`src/rtl/benes_perm_loader.sv`:
```
// Serial permutation loader for the Benes routing path: collects N destination
// indices, flags malformed frames, builds the inverse and hands the frame off.
module benes_perm_loader #(
  parameter int LOG2N = 3
) (
  input  logic                          clk,
  input  logic                          rst_n,
  input  logic                          in_valid,
  output logic                          in_ready,
  input  logic [LOG2N-1:0]              in_idx,
  input  logic                          in_last,
  output logic                          out_valid,
  input  logic                          out_ready,
  output logic [(2**LOG2N)*LOG2N-1:0]   out_perm,
  output logic [(2**LOG2N)*LOG2N-1:0]   out_inv,
  output logic                          out_err,
  output logic                          out_ident,
  output logic                          busy
);

  localparam int N = 2 ** LOG2N;
  localparam logic [LOG2N:0] LAST_CNT = (LOG2N + 1)'(N - 1);

  typedef enum logic [0:0] {
    ST_LOAD = 1'b0,
    ST_OUT  = 1'b1
  } state_e;

  state_e                         state_q, state_d;
  logic [LOG2N:0]                 cnt_q, cnt_d;
  logic [N-1:0][LOG2N-1:0]        perm_q, perm_d;
  logic [N-1:0][LOG2N-1:0]        inv_q, inv_d;
  logic [N-1:0]                   seen_q, seen_d;
  logic                           err_q, err_d;
  logic [LOG2N-1:0]               pos_s;
  logic                           accept_s;

  function automatic logic is_identity(input logic [N-1:0][LOG2N-1:0] p);
    logic r;
    r = 1'b1;
    for (int i = 0; i < N; i++) begin
      if (p[i] != LOG2N'(i)) begin
        r = 1'b0;
      end else begin
        r = r;
      end
    end
    return r;
  endfunction

  assign pos_s    = cnt_q[LOG2N-1:0];
  assign accept_s = in_valid && (state_q == ST_LOAD);

  // Next-state and frame-building logic
  always_comb begin
    state_d = state_q;
    cnt_d   = cnt_q;
    perm_d  = perm_q;
    inv_d   = inv_q;
    seen_d  = seen_q;
    err_d   = err_q;
    case (state_q)
      ST_LOAD: begin
        if (accept_s) begin
          perm_d[pos_s]  = in_idx;
          inv_d[in_idx]  = pos_s;
          seen_d[in_idx] = 1'b1;
          cnt_d          = cnt_q + (LOG2N + 1)'(1);
          if (seen_q[in_idx]) begin
            err_d = 1'b1;
          end else begin
            err_d = err_q;
          end
          // A frame closes on in_last or on the N-th beat, whichever comes first.
          if (in_last) begin
            state_d = ST_OUT;
            if (cnt_q != LAST_CNT) begin
              err_d = 1'b1;
            end else begin
              err_d = err_d;
            end
          end else if (cnt_q == LAST_CNT) begin
            state_d = ST_OUT;
            err_d   = 1'b1;
          end else begin
            state_d = ST_LOAD;
          end
        end else begin
          state_d = ST_LOAD;
        end
      end
      ST_OUT: begin
        if (out_ready) begin
          state_d = ST_LOAD;
          cnt_d   = {(LOG2N + 1){1'b0}};
          perm_d  = {(N * LOG2N){1'b0}};
          inv_d   = {(N * LOG2N){1'b0}};
          seen_d  = {N{1'b0}};
          err_d   = 1'b0;
        end else begin
          state_d = ST_OUT;
        end
      end
      default: begin
        state_d = ST_LOAD;
      end
    endcase
  end

  // State and frame storage registers
  always_ff @(posedge clk or negedge rst_n) begin
    if (!rst_n) begin
      state_q <= ST_LOAD;
      cnt_q   <= {(LOG2N + 1){1'b0}};
      perm_q  <= {(N * LOG2N){1'b0}};
      inv_q   <= {(N * LOG2N){1'b0}};
      seen_q  <= {N{1'b0}};
      err_q   <= 1'b0;
    end else begin
      state_q <= state_d;
      cnt_q   <= cnt_d;
      perm_q  <= perm_d;
      inv_q   <= inv_d;
      seen_q  <= seen_d;
      err_q   <= err_d;
    end
  end

  // Status flags only mean something while a frame is being presented.
  assign in_ready  = (state_q == ST_LOAD);
  assign out_valid = (state_q == ST_OUT);
  assign out_perm  = perm_q;
  assign out_inv   = inv_q;
  assign out_err   = out_valid & err_q;
  assign out_ident = out_valid & ~err_q & is_identity(perm_q);
  assign busy      = (cnt_q != {(LOG2N + 1){1'b0}}) | out_valid;

endmodule

```
`config.mk`:
```
export PLATFORM = sky130hd
export DESIGN_NAME = benes_perm_loader
export DESIGN_NICKNAME = d
export VERILOG_FILES = /design/src/rtl/benes_perm_loader.sv
export SDC_FILE = /design/constraint.sdc
export NUM_CORES = 1
export LEC_CHECK = 0
export BUFFER_PORTS_ARGS = -buffer_cell sky130_fd_sc_hd__buf_4
export CORE_UTILIZATION = 58
export CTS_CLUSTER_DIAMETER = 40
export DETAILED_ROUTE_END_ITERATION = 10
export MAX_ROUTING_LAYER = met4
export PLACE_DENSITY = 0.85
export SETUP_SLACK_MARGIN = 0.02
export SLEW_MARGIN = 20
export SYNTH_ARGS = -nofsm -noshare
export SYNTH_HDL_FRONTEND = slang
export SYNTH_SLANG_ARGS = --single-unit
```
`constraint.sdc`:
```
create_clock -name clk -period 3 [get_ports clk]
set_input_delay 0.3 -clock clk [delete_from_list [all_inputs] [get_ports clk]]
set_output_delay 0.3 -clock clk [all_outputs]
set_load 0.05 [all_outputs]
```
==> results.py <==
metrics = {
    "clock_network": {
        "cts.clk_slew.worst_paths_ns": 0.06,
        "htree_levels": 3,
        "post_cts_resize_count": 0,
        "cts_tree": "built",
        "postCtsSetupBuffers": 0,
        "clock-sinks": 62,
        "holdBufCountCts": 0,
        "clk_latency_ns": 0.33,
        "cts_root_buf": "clkbuf_8",
        "cts_made_buffers": 9,
        "cts_max_path_buffers": 2,
    },
    "routing": {
        "drtIter0Drc": 87,
        "wl_per_cell_um": 16.7,
        "vias": 2088,
        "drc": 0,
        "dr.pass1.iters": 4,
        "routed_wl_mm": 6.16,
        "final_antenna_net_count": 0,
        "viasPerCell": 5.66,
    },
    "yosys": {
        "postSynth.asyncResetShare_pct": 100,
        "synth_top_family_by_area": "multiplexers",
        "synth-simple-area-share_pct": 18.7,
        "syn_area_um2": 2820,
        "synth_ff_type": "dfrtp_1",
        "synth-xor-area-share_pct": 0,
        "synth.area.mux_share_pct": 19.0,
        "synthAdderAreaFrac_pct": 1.33,
        "yosysWarnings": 0,
        "synth_area_leaders": "dfrtp_1, mux2i_1, nand2_1",
        "synth.top_cell.area_share_pct": 54.9,
        "yosys.area.top_type": "dfrtp_1",
        "synth_cell_types": 36,
        "syn_area_per_cell_um2": 11.2,
        "synth-seq-area-share_pct": 54.9,
        "syn_inst": 252,
        "syn_nets": 263,
        "synth_compound_area_share_pct": 2.39,
        "ys_ff_latch": 62,
        "synth-edff-count": 0,
    },
    "timing": {
        "setup_violations": 0,
        "max_slew.worst_pin.slew_ns": 0.808,
        "worst_clock_skew_ns": 0.00471,
        "setup_tns_ns": 0,
        "maxSlewViolCount": 0,
        "post-route-min-period_ns": 2.45,
        "fmax_mhz": 408,
        "rsz0062_at_grt": "false",
        "slew_headroom_pct": 46.0,
        "fin_crit_sh_pct": 81.7,
        "hold_viol": 0,
    },
    "final_layout": {
        "drive_gt1_share_pct": 28.3,
        "final_common_cell": "nand2_1",
        "insertedDiodeCount": 0,
        "final_cell_mix": "nand2_1, dfrtp_1, buf_4, mux2i_1, nand3_1",
        "fin_cells": 369,
        "nets": 322,
        "fillers": 336,
        "area_growth_pct": 23.5,
    },
    "worst_setup_path": {
        "cp_max_fo": 11,
        "crit_path_start_kind": "register",
        "cp_data_arrival_time_ns": 2.15,
        "critPathKind": "register to output pin",
        "worstPathRequired_ns": 2.70,
        "endpoint_kind": "output pin",
    },
    "global_route": {
        "grt_pass1_vias": 2031,
        "grt_use_total_pct": 26.9,
        "antenna_found_initial": 0,
        "grt_pass1_wl_mm": 10.0,
        "grt_max_degree": 63,
        "gr-total-overflow": 0,
    },
    "outcome": {
        "outcome": "finished, final reports clean",
    },
    "floorplan": {
        "die_area_um2": 5150,
        "ioPinCount": 61,
        "start_util_pct": 60.2,
        "coreArea_um2": 4690,
        "dieHeight_um": 71.8,
        "core.rowCount": 25,
        "die_x_um": 71.8,
    },
    "run": {
        "drv_cap": 0,
    },
    "place": {
        "place_hpwl_mm": 4.15,
        "place_congestion": 0.803,
        "dp_cells": 354,
        "port_buffers": 60,
    },
    "hold_path": {
        "hold_class": "primary input to async pin",
    },
    "power": {
        "p_per_area_nw_per_um2": 928,
        "peakVddDrop_mv": 0.459,
        "power.static_leakage_uw": 0.00184,
    },
}
[cell families (layout without fill, tap and decap cells)]
| group | Yosys count | in the layout |
|---|---|---|
| compound gates | 10 | 10 |
| fa+ha+maj | 3 | 3 |
| buf+inv | 21 | 84 |
| flops | 62 | 62 |
| mux | 52 | 52 |
| simple gates | 104 | 104 |
[layout make-up]
cell class	count	area (um2)	share of cell area [%]
multi-input combinational	169	1180	33.8
timing repair buffer	61	458	13.1
clock inverter	5	75.1	2.15
clock buffer	10	128	3.66
sequential	62	1550	44.5
tap	54	67.6	1.94
inverter	8	30.0	0.861
[report_power, final]
part | switching, uW | internal (uW) | leakage (uW)
Combinational | 904 | 375 | 0.000901
Sequential | 162 | 1030 | 0.000834
Clock | 311 | 459 | 0.000106
[cell usage after synthesis (3+ instances only)]
cell and n:
a21o_1 3, mux2i_1 49, clkbuf_1 6, nor2_1 5, ha_1 3, buf_2 4, nand3_1 10, nand4_1 4
inv_1 4, nand2_1 65, dfrtp_1 62
[registers in the layout (all words and copies together), names as in the netlist]
name / cells
cnt_q: 4
out_valid: 1
seen_q: 8
out_perm: 24
err_q: 1
out_inv: 24
[path summary, 6_finish.rpt]
| check | start | to | slack (ns) | depth (start not counted) |
|---|---|---|---|---|
| min in group clk | out_ready | out_valid | 0.18 | 2 |
| hold reg to reg | seen_q[5] | seen_q[5] | 0.48 | 1 |
| setup reg to reg | out_valid | out_inv[13] | 1.14 | 4 |
| max in group asynchronous | rst_n | out_inv[12] | 2.45 | 1 |
| hold / removal | rst_n | out_perm[18] | 0.04 | 1 |
| setup / recovery | cnt_q[0] | busy | 0.55 | 4 |
[per-layer routing]
metal  global-route usage [%]  vias to the layer above  routed length [um]
li1                         -                      987                   -
met1                     35.1                     1031                2740
met2                     42.0                       59                3020
met3                     5.34                       11                 296
met4                     10.0                        0                 104
met5                        -                        -                   0
[per-stage QoR]
step	util, %	power, uW	setup WS [ns]	instance area, um2	hold WS (ns)
2_1_floorplan	-	2090	0.512	2830	0.00441
3_3_place_gp	70.0	2450	0.943	3290	0.419
3_5_place_dp	70.0	2490	0.898	3290	0.429
4_1_cts	74.3	3250	0.538	3490	0.0724
5_1_grt	74.3	3380	0.469	3490	0.110
6_report	74.3	3240	0.548	3490	0.0365
[worst max-delay path, cell delays in order, from the launching register on]
cell	delay [ns]
dfrtp_1	0.46
inv_1	0.36
ha_1	0.21
or4b_2	0.58
buf_4	0.21
Note: power is estimated with default switching activity, not from simulation.
